===== src/rtl/ifu_fetch.sv =====
`default_nettype none
// ============================================================================
// Module   : ifu_fetch
// Purpose  : Instruction fetch unit with PC, single-outstanding imem port,
//            PC-tagged instruction FIFO and redirect flush.
// Option   : IFU_EBREAK_HALT_EN - stop fetching once an ebreak word is buffered
// Revision : 1.0 - initial release
// ============================================================================
module ifu_fetch #(
   parameter logic [31:0] RESET_PC   = 32'h8000_0000,
   parameter int          FIFO_DEPTH = 2
) (
   input  logic        clk,
   input  logic        rst_n,
   output logic        imem_req_valid,
   input  logic        imem_req_ready,
   output logic [31:0] imem_req_addr,
   input  logic        imem_resp_valid,
   input  logic [31:0] imem_resp_data,
   output logic        inst_valid,
   input  logic        inst_ready,
   output logic [31:0] instruction,
   output logic [31:0] inst_pc,
   input  logic        redirect_valid,
   input  logic [31:0] redirect_pc,
   output logic        halted
);
   localparam int                 c_ptr_w = $clog2(FIFO_DEPTH);
   localparam int                 c_cnt_w = c_ptr_w + 1;
   localparam logic [c_cnt_w-1:0] c_depth = c_cnt_w'(FIFO_DEPTH);

   typedef enum logic [1:0] {
      S_IDLE  = 2'd0,
      S_REQ   = 2'd1,
      S_WAIT  = 2'd2,
      S_FLUSH = 2'd3
   } state_t;

   state_t             r_state;
   state_t             w_state_next;
   logic               r_req_valid;
   logic               r_halted;
   logic [31:0]        r_pc;
   logic [31:0]        r_req_pc;
   logic [31:0]        r_fifo_data [FIFO_DEPTH];
   logic [31:0]        r_fifo_pc   [FIFO_DEPTH];
   logic [c_ptr_w-1:0] r_wptr;
   logic [c_ptr_w-1:0] r_rptr;
   logic [c_cnt_w-1:0] r_count;
   logic [c_cnt_w-1:0] w_count_next;
   logic               w_accept;
   logic               w_pop;
   logic               w_push;
   logic               w_space;
   logic               w_halt_set;
   logic               w_halted_next;

   assign w_accept     = r_req_valid & imem_req_ready;
   assign w_pop        = (r_count != '0) & inst_ready;
   // A redirect in the response cycle discards the word instead of buffering it.
   assign w_push       = (r_state == S_WAIT) & imem_resp_valid & ~redirect_valid &
                         ((r_count != c_depth) | w_pop);
   assign w_count_next = r_count + c_cnt_w'(w_push) - c_cnt_w'(w_pop);
   assign w_space      = (w_count_next < c_depth);

`ifdef IFU_EBREAK_HALT_EN
   localparam logic [31:0] c_ebreak = 32'h0010_0073;
   assign w_halt_set = w_push & (imem_resp_data == c_ebreak);
`else
   assign w_halt_set = 1'b0;
`endif
   assign w_halted_next = r_halted | w_halt_set;

   always_comb begin
      w_state_next = r_state;
      if (redirect_valid) begin
         case (r_state)
            S_WAIT, S_FLUSH: w_state_next = imem_resp_valid ? (r_halted ? S_IDLE : S_REQ) : S_FLUSH;
            S_REQ:           w_state_next = w_accept ? S_FLUSH : (r_halted ? S_IDLE : S_REQ);
            default:         w_state_next = r_halted ? S_IDLE : S_REQ;
         endcase
      end else begin
         case (r_state)
            S_IDLE:  if (w_space && !r_halted) w_state_next = S_REQ;
            S_REQ:   if (w_accept) w_state_next = S_WAIT;
            S_WAIT:  if (imem_resp_valid) w_state_next = (w_space && !w_halted_next) ? S_REQ : S_IDLE;
            S_FLUSH: if (imem_resp_valid) w_state_next = r_halted ? S_IDLE : S_REQ;
            default: w_state_next = S_IDLE;
         endcase
      end
   end

   always_ff @(posedge clk or negedge rst_n) begin
      if (!rst_n) begin
         r_state     <= S_REQ;
         r_req_valid <= 1'b0;
         r_halted    <= 1'b0;
         r_pc        <= RESET_PC;
         r_req_pc    <= RESET_PC;
         r_wptr      <= '0;
         r_rptr      <= '0;
         r_count     <= '0;
         for (int i = 0; i < FIFO_DEPTH; i++) begin
            r_fifo_data[i] <= '0;
            r_fifo_pc[i]   <= '0;
         end
      end else begin
         r_state     <= w_state_next;
         r_req_valid <= (w_state_next == S_REQ);
         r_halted    <= w_halted_next;
         if (redirect_valid)
            r_pc <= redirect_pc & 32'hFFFF_FFFC;
         else if (w_accept)
            r_pc <= r_pc + 32'd4;
         if (w_accept)
            r_req_pc <= r_pc;
         if (redirect_valid) begin
            r_wptr  <= '0;
            r_rptr  <= '0;
            r_count <= '0;
         end else begin
            if (w_push) begin
               r_fifo_data[r_wptr] <= imem_resp_data;
               r_fifo_pc[r_wptr]   <= r_req_pc;
               r_wptr              <= r_wptr + c_ptr_w'(1);
            end
            if (w_pop)
               r_rptr <= r_rptr + c_ptr_w'(1);
            r_count <= w_count_next;
         end
      end
   end

   assign imem_req_valid = r_req_valid;
   assign imem_req_addr  = r_pc;
   assign inst_valid     = (r_count != '0);
   assign instruction    = r_fifo_data[r_rptr];
   assign inst_pc        = r_fifo_pc[r_rptr];
   assign halted         = r_halted;

endmodule
`default_nettype wire


===== config.mk =====
export PLATFORM = sky130hd
export DESIGN_NAME = ifu_fetch
export DESIGN_NICKNAME = d
export VERILOG_FILES = /design/src/rtl/ifu_fetch.sv
export SDC_FILE = /design/constraint.sdc
export NUM_CORES = 1
export LEC_CHECK = 0
export BUFFER_PORTS_ARGS = -buffer_cell sky130_fd_sc_hd__buf_4
export CAP_MARGIN = 20
export CORE_ASPECT_RATIO = 0.7
export CORE_MARGIN = 2
export CORE_UTILIZATION = 44
export CTS_BUF_LIST = sky130_fd_sc_hd__clkbuf_4
export DETAILED_ROUTE_END_ITERATION = 10
export GPL_TIMING_DRIVEN = 0
export PLACE_DENSITY = 0.66
export SYNTH_ARGS = -nofsm -noshare
export SYNTH_HDL_FRONTEND = slang
export SYNTH_SLANG_ARGS = --single-unit

===== constraint.sdc =====
create_clock -name clk -period 2.9 [get_ports clk]
set_clock_uncertainty 0.2 [all_clocks]
set_input_delay 0.58 -clock clk [delete_from_list [all_inputs] [get_ports clk]]
set_output_delay 0.58 -clock clk [all_outputs]
set_load 0.01 [all_outputs]

=== After elaboration in Yosys (flattened, before gate mapping) ===
Cells that the tools add are included.

* Reduce and logical (&&, ||, !) cells: 8
* Mux-type cells: 27
* Bitwise operators: 9
* Magnitude comparators: 4
* Div/mod/pow operators: 0
* $mul: 0
* Add/subtract/negate cells: 5
* Eq/ne operators: 5
* Shift operators: 0

{| class="wikitable"
|+ Operator list
! operator !! number
|-
| two-way mux 32 bit || 9
|-
| bitwise mux 64 bit || 2
|-
| adder 32 x 3 -> 32 bit (second input constant) || 1
|-
| demux 32 bit (select 1 bit) || 1
|-
| two-way mux 2 bit || 8
|-
| one-hot mux 2 bit (4 select lines) || 1
|-
| nonzero test 2 bit || 4
|-
| bitwise AND 1 bit || 5
|-
| two-way mux 1 bit || 5
|-
| equality test 2 x 1 -> 1 bit (second input constant) || 2
|-
| equality test 2 bit (second input constant) || 2
|-
| greater-or-equal comparator 2 bit (second input constant) || 2
|-
| inverter 1 -> 2 bit || 2
|-
| one-hot mux 2 bit (2 select lines) || 1
|-
| adder 1 bit (second input constant) || 2
|-
| adder 2 x 1 -> 2 bit || 1
|-
| zero test 2 bit || 1
|-
| < comparator 2 x 1 -> 1 bit (second input constant) || 1
|-
| < comparator 2 bit (second input constant) || 1
|-
| inequality test 2 bit (second input constant) || 1
|-
| AND reduction 2 bit || 1
|-
| OR reduction 2 bit || 1
|-
| subtractor 2 x 1 -> 2 bit || 1
|-
| logical AND 1 bit || 1
|-
| 2 further kinds || 2
|}

* Latch bits: 0
* Word-level logic and storage cells: 69
* Flip-flop bits (word level): 199
* Memory bits (writable): 0
* Input bits: 70
* Bits in read-only memories: 0
* Memories kept: 0
* Output and inout bits: 99

=== Depth between registers and ports, before layout ===
Gate-level depths: netlist of the first run.

* Word-level depth: 12
* Mapped depth: 9
* Gate-level depth less buffers: 9

=== Worst setup path before layout of the first run ===
No wires, ideal clock.

* Path type: input to register
* Start: in redirect_valid
* End: reg r_req_valid, in the netlist imem_req_valid
* Stages: 9
* Arrival: 2.241 ns
* Data required time: 2.627 ns
* Path slack: 0.386 ns
* Cells stage by stage: clkbuf_1 a2111o_1 ha_1 inv_1 ha_1 xnor2_1 xnor2_1 o311ai_0 nor2b_1

* Longest elaborated chain between the ends: 11

{| class="wikitable"
|+ RTL lines
! element !! RTL line !! text
|-
| start: declaration || 24 || <nowiki>input logic redirect_valid,</nowiki>
|-
| inverter 1 bit (no line) || -- ||
|-
| bitwise AND 1 bit (2 in a row) || 61 || <nowiki>assign w_push = (r_state == S_WAIT) & imem_resp_valid & ~redirect_valid &</nowiki>
|-
| adder 2 x 1 -> 2 bit || 63 || <nowiki>assign w_count_next = r_count + c_cnt_w'(w_push) - c_cnt_w'(w_pop);</nowiki>
|-
| subtractor 2 x 1 -> 2 bit || 63 ||
|-
| < comparator 2 bit || 64 || <nowiki>assign w_space = (w_count_next < c_depth);</nowiki>
|-
| two-way mux 1 bit || 86 || <nowiki>S_WAIT: if (imem_resp_valid) w_state_next = (w_space && !w_halted_next) ? S_REQ : S_IDLE;</nowiki>
|-
| two-way mux 2 bit || 86 ||
|-
| one-hot mux 2 bit (4 select lines) || 83 || <nowiki>case (r_state)</nowiki>
|-
| two-way mux 2 bit * || 76 || <nowiki>if (redirect_valid) begin</nowiki>
|-
| net w_state_next[0] || 40 || <nowiki>state_t w_state_next;</nowiki>
|-
| equality test 2 x 1 -> 1 bit * || 109 || <nowiki>r_req_valid <= (w_state_next == S_REQ);</nowiki>
|-
| end signal: assignment || 109 ||
|-
| end: declaration || 41 || <nowiki>logic r_req_valid;</nowiki>
|}

Mark *: on every way through the listed nets, which the timed path passes. The rest lies on a longest branch.
A chain may end at the register's enable or synchronous reset.

=== Final worst setup path of the first run ===
* Start: reg r_rptr
* End: out instruction[16]

* Longest elaborated chain between the ends: 4

{| class="wikitable"
|+ RTL lines
! element !! RTL line !! text
|-
| start: declaration || 48 || <nowiki>logic [c_ptr_w-1:0] r_rptr;</nowiki>
|-
| start signal: assignment || 128 || <nowiki>r_rptr <= r_rptr + c_ptr_w'(1);</nowiki>
|-
| inverter 1 -> 2 bit (implied by the code) || 137 || <nowiki>assign instruction = r_fifo_data[r_rptr];</nowiki>
|-
| two-way mux 32 bit (implied by the code) (3 in a row) || 137 ||
|-
| end: declaration || 22 || <nowiki>output logic [31:0] instruction,</nowiki>
|}

No other way between the ends. The select of a mux whose other input is x is not followed.

==> flow_summary.ini, run 1 <==
[place]
port_buffers = 160
dpl_cell_area_mm2 = 0.01014
placed_cells = 1068
dp_hpwl_mm = 14.90
routabilityCongestion = 0.8239

[global_route]
grt_overflow_total = 0
grt_start_max_net_pins = 101
track_usage_pct = 21.14
antenna_found_initial = 2
grt_pass1_wl_mm = 33.56
grt_pass1_vias = 6310

[sta]
rsz0062_at_grt = false
fin_tns_setup_ns = 0
slew_headroom_pct = 49.96
slew_violations = 0
timing.hold.ws_ns = 0.03573
finalSetupViolCount = 0
hold_viol = 0
worst_pin_slew_ns = 0.7506
period_share_pct = 93.99
clock.fmax_ghz = 0.3669
fin_crit_ns = 2.726

[final_layout]
syn_to_final_growth_pct = 26.85
fin_area_mm2 = 0.01086
multi_input_area_mm2 = 0.003577
final_cells = 1146
layout_commonest_cell = mux2_2
nNetsFinal = 940
drive_gt1_share_pct = 49.77
nFillCells = 1595
regArea_mm2 = 0.004785
final_cell_mix = 213 x mux2_2, 187 x dfrtp_1, 164 x buf_4, 45 x dlygate4sd3_1, 26 x nand2_1

[clock_tree]
insertion_delay_ns = 0.58
cts.reportedPaths.clkPinSlew_ns = 0.15
clkSinkCount = 191
clockBufferDepth = 2
numCtsBuffers = 17
htreeDepth = 4
cts_tree = built
postCtsSetupBuffers = 0
ctsRootBufferMaster = clkbuf_4

[logic_synthesis]
synthDominantCellAreaShare_pct = 54.95
synth_fa_ha_area_share_pct = 0.4385
syn_avg_cell_area_um2 = 13.40
yosys-top-cells-area = dfrtp_1 55%, mux2_2 28%, or4_1 1.6%
netlist-cell-type-count = 39
netlist_area_mm2 = 0.008561
synthMuxAreaShare_pct = 28.14
syn_inst = 639
synth-seq-cells = 191
synth_top_family_by_area = multiplexers
synth_warnings = 0
synth_top_cell_by_area = dfrtp_1
yosysSeqAreaShare_pct = 55.88
synth_compound_area_share_pct = 4.312
synthXorXnorAreaFrac_pct = 1.432
yosys.area_share.simple_pct = 7.249

[critical_path]
slowest_stage = dfrtp_2
reg2reg_depth = 9
critPathKind = flop to primary output
r2r-end = imem_req_valid$_DFF_PN0_
crit_family = flip-flops
cp_cell_sequence = buf_2 > mux2_2 > buf_4
crit_buf_inv = 2
reg2reg_slack_ns = 0.25
cp-start-kind = flop
end_kind = primary output
required_ns = 2.12
path_depth = 3
arrival_ns = 1.95
critical_path.max_fanout = 10
rr_startpoint = r_count[1]$_DFF_PN0_
cpPeakStageDelay_ns = 0.51
timing.critical_path.from = r_rptr$_DFFE_PN0P_

[power_and_ir_drop]
total_power_mw = 7.753
p_leak_nw = 5.136
power_density_mw_per_mm2 = 714.0
vdd_ir_drop_max_v = 0.0003220

[drt]
viasPerCell = 5.240
drc_errors = 0
drt_iter0_markers = 272
totalWireLength_mm = 21.08
ant_nets = 0
post_drt_wl_per_cell_um = 18.40
via_count = 6005
dr.pass1.iters = 4

[hold_path]
min_from = redirect_pc[3]
hold_path_depth = 3
min_to = imem_req_addr[3]$_DFFE_PN0N_
hold_path_class = input pin to flop

[die]
core.rowCount = 42
die_w_um = 170.7
start_util_pct = 45.13
core_mm2 = 0.01897
dieArea_mm2 = 0.02061
die_y_um = 120.7
ios = 169

[flow_run]
max-cap-violations = 0

[run_status]
outcome = complete, no violations
[tightest hold or removal path: stages]
cell and delay [ns]:
buf_4 0.09, nand2_1 0.04, o21ai_0 0.06
[cell families (layout without fill, tap and decap cells)]
group | count (synthesis) | after routing
xor+xnor | 14 | 14
other cells | 1 | 7
fa+ha+maj | 3 | 3
compound gates | 57 | 57
simple gates | 116 | 116
mux | 214 | 214
flops | 191 | 191
buf+inv | 43 | 280
[worst max-delay path by stage]
stage / slack, ns / endpoint
floorplan: 0.39 / imem_req_valid$_DFF_PN0_
global placement: -0.07 / r_fifo_data[14]$_DFFE_PN0P_
detailed placement: 0.005 / r_fifo_pc[46]$_DFFE_PN0P_
CTS: 0.11 / inst_pc[9]
global route: 0.03 / imem_req_valid$_DFF_PN0_
finish: 0.17 / instruction[16]
[sequential cells by signal, summed over array words and instances, names as in the netlist]
| name | cells |
|---|---|
| r_count | 2 |
| r_fifo_data | 64 |
| r_req_pc | 30 |
| imem_req_valid | 1 |
| imem_req_addr | 30 |
| r_state | 2 |
| r_fifo_pc | 60 |
| r_wptr | 1 |
| r_rptr | 1 |
[area by class of cell]
type                       instances  area share (%)
tap                              264           3.042
buffer                            38           1.924
sequential                       191           44.06
timing repair buffer             206           15.53
clock buffer                      17           1.175
inverter                           4          0.1383
multi-input combinational        409           32.94
clock inverter                    15           1.141
antenna                            2         0.04609
[metrics by stage]
stage                     setup slack, ns  utilization [%]
after floorplan                    0.3856                -
after global placement           -0.07298            53.28
after detailed placement         0.005443            53.46
after CTS                          0.1069            56.74
after global routing              0.03211            57.24
final                              0.1742            57.24
[Yosys cell counts]
master         count
a21o_1             2
inv_1              4
dfrtp_1          188
nor2_1            25
buf_4              5
and2_1             4
buf_1              1
or4_1             18
xnor2_1           10
and3_1             5
nand3_2            1
a2111o_1           1
buf_6              1
or3_1              1
a31oi_1           19
or3_2              1
xor2_1             4
nor2b_1            3
o21ai_0           16
and4_1             4
mux2i_1            1
or2_2              1
nor4_1             2
ha_1               3
dfstp_2            3
o31ai_1           17
nand2_1           26
nor3_1             3
and2_0             1
clkbuf_1          16
a211oi_1           1
dlygate4sd1_1      2
nand3_1           10
o311ai_0           1
mux2_2           213
buf_2             14
conb_1             1
and3_2             1
nand4_1           10
[metal layers]
metal / share of wire [%] / up-vias / GRT usage, %
li1: - / 2778 / -
met1: 47 / 3047 / 29.94
met2: 47 / 169 / 33.17
met3: 5.5 / 11 / 5.205
met4: 0.66 / 0 / 4.380
met5: 0 / - / 0
[what timing repair did]
action	4_1_cts	5_1_grt
setup endpoints to repair	59	0
gates resized for setup	9	0
endpoints found under the hold margin	145	13
hold buffers	36	9
[power by group]
| group | switching (mW) | internal, mW | leakage (nW) |
|---|---|---|---|
| clock network | 0.987 | 0.368 | 0.133 |
| logic | 1.10 | 1.54 | 2.54 |
| registers | 0.445 | 3.31 | 2.46 |
(Power assumes the default switching activity.)
==> run 2: changes to the inputs <==
==> constraint.sdc (replaced) <==
create_clock -name clk -period 2.9 [get_ports clk]
set_clock_uncertainty 0.2 [all_clocks]
set_input_delay 0.435 -clock clk [delete_from_list [all_inputs] [get_ports clk]]
set_output_delay 0.435 -clock clk [all_outputs]
set_load 0.01 [all_outputs]
==> run 2 against run 1 <==
Count of clock-buffer cells in the layout stayed put. Via count up 1.8%. Global-route usage grew 0.23 points. Register-to-register slack about the same. Cell count increased by 1.7%. Setup slack got worse by 0.0017 ns. First-iteration DRC count grew 4.0%. Core utilization rose by 0.98 points.
==> flow_summary.ini, run 2 (synthesized netlist as in run 1, its figures left out) <==
[run_status]
outcome = complete, no violations

[critical_path]
cpPeakStageDelay_ns = 0.59
cp_cell_sequence = clkbuf_2 > mux2_2 > buf_4
arrival_ns = 2.09
end_kind = primary output
critPathKind = flop to primary output
slowest_stage = dfrtp_1
cp-start-kind = flop
crit_buf_inv = 2
crit_family = flip-flops
required_ns = 2.27
critical_path.max_fanout = 10

[sta]
worst_pin_slew_ns = 0.7466
fin_crit_ns = 2.728
slew_violations = 0
finalSetupViolCount = 0
hold_viol = 0
period_share_pct = 94.05
slew_headroom_pct = 50.23
fin_tns_setup_ns = 0
clock.fmax_ghz = 0.3666
rsz0062_at_grt = false

[clock_tree]
htreeDepth = 4
cts_tree = built
clockBufferDepth = 2
insertion_delay_ns = 0.59
postCtsSetupBuffers = 0
clkSinkCount = 191
ctsRootBufferMaster = clkbuf_4
numCtsBuffers = 17
cts.reportedPaths.clkPinSlew_ns = 0.17

[drt]
post_drt_wl_per_cell_um = 18.16
dr.pass1.iters = 6
drc_errors = 0
ant_nets = 0
viasPerCell = 5.245
via_count = 6111
totalWireLength_mm = 21.16
drt_iter0_markers = 283

[die]
die_w_um = 170.7
core_mm2 = 0.01897
die_y_um = 120.7
core.rowCount = 42
dieArea_mm2 = 0.02061
ios = 169
start_util_pct = 45.13

[global_route]
grt_start_max_net_pins = 101
track_usage_pct = 21.37
grt_pass1_wl_mm = 34.04
antenna_found_initial = 2
grt_overflow_total = 0
grt_pass1_vias = 6446

[final_layout]
fin_area_mm2 = 0.01105
regMostFlops = r_fifo_data
reg_top3 = r_fifo_data: 64 flops, r_fifo_pc: 60 flops
layout_commonest_cell = mux2_2
syn_to_final_growth_pct = 29.03
final_util_pct = 58.22
drive_gt1_share_pct = 48.61
nNetsFinal = 959
largest_reg_flops = 64
final_cell_mix = 213 x mux2_2, 188 x dfrtp_1, 164 x buf_4, 64 x dlygate4sd3_1, 26 x nand2_1

[power_and_ir_drop]
vdd_ir_drop_max_v = 0.0003274
p_leak_nw = 5.217
power_density_mw_per_mm2 = 704.0

[place]
dpl_cell_area_mm2 = 0.01014
dp_hpwl_mm = 14.90
routabilityCongestion = 0.8239
port_buffers = 160

[hold_path]
hold_path_class = input pin to flop

[flow_run]
max-cap-violations = 0
run 2: cell count changes in the layout (fill, tap and decap cells not counted), sizes merged:
cell | previous run | this run
dlygate4sd3 | 45 | 64
run 2: timing repair:
item                                    4_1_cts  5_1_grt
hold buffers                                 64        0
resized for setup                             7        0
hold endpoints to repair                    192        0
endpoints found under the setup margin       59        0
run 2: worst reg2reg max path: stages, from the launching register on:
cell and delay [ns]:
dfrtp_1 0.45, or2_2 0.32, and2_1 0.20, ha_1 0.28, inv_1 0.04, ha_1 0.18, xnor2_1 0.14, xnor2_1 0.14
o311ai_0 0.43, nor2b_1 0.22
run 2: per-layer routing:
metal	vias up	GRT usage, %	share of wire, %
met5	-	0	0
met1	3117	30.17	48
li1	2819	-	-
met3	19	5.205	4.5
met2	156	33.88	47
met4	0	4.060	0.84
run 2: layout make-up:
cell class | count | area [um2]
Antenna cell | 2 | 5.005
Buffer | 38 | 206.4
Clock buffer | 17 | 127.6
Clock inverter | 15 | 123.9
Fill cell | 1574 | 7925
Inverter | 4 | 15.01
Multi-Input combinational cell | 409 | 3577
Sequential cell | 191 | 4783
Tap cell | 264 | 330.3
Timing Repair Buffer | 225 | 1877
run 2: path summary, 6_finish.rpt:
path | from | endpoint | slack, ns | cells after the start
max | r_rptr$_DFFE_PN0P_ | inst_pc[17] | 0.17 | 3
min | redirect_valid | r_count[0]$_DFF_PN0_ | 0.02 | 2
max reg2reg | r_count[1]$_DFF_PN0_ | imem_req_valid$_DFF_PN0_ | 0.25 | 9
min reg2reg | r_fifo_pc[2]$_DFFE_PN0P_ | r_fifo_pc[2]$_DFFE_PN0P_ | 0.32 | 1
max in group asynchronous | rst_n | r_fifo_data[33]$_DFFE_PN0P_ | 1.33 | 3
min in group asynchronous | rst_n | r_fifo_pc[18]$_DFFE_PN0P_ | 0.24 | 2
run 2: stage by stage:
| stage | hold WS (ns) | instances | setup WS (ns) | power [mW] |
|---|---|---|---|---|
| after floorplan | -0.06059 | 643 | 0.5132 | 5.204 |
| after global placement | 0.2748 | 1067 | 0.07202 | 6.281 |
| after global routing | 0.02297 | 1165 | 0.03129 | 8.249 |
| after CTS | 0.005941 | 1163 | 0.1113 | 7.837 |
| final | 0.02406 | 1165 | 0.1725 | 7.776 |
| after detailed placement | 0.2901 | 1068 | 0.1504 | 6.411 |
run 2: power breakdown:
group | internal [mW] | total, mW | switching (mW)
Combinational | 1.56 | 2.66 | 1.11
Sequential | 3.31 | 3.75 | 0.444
Clock | 0.368 | 1.36 | 0.992
Total | 5.23 | 7.78 | 2.54
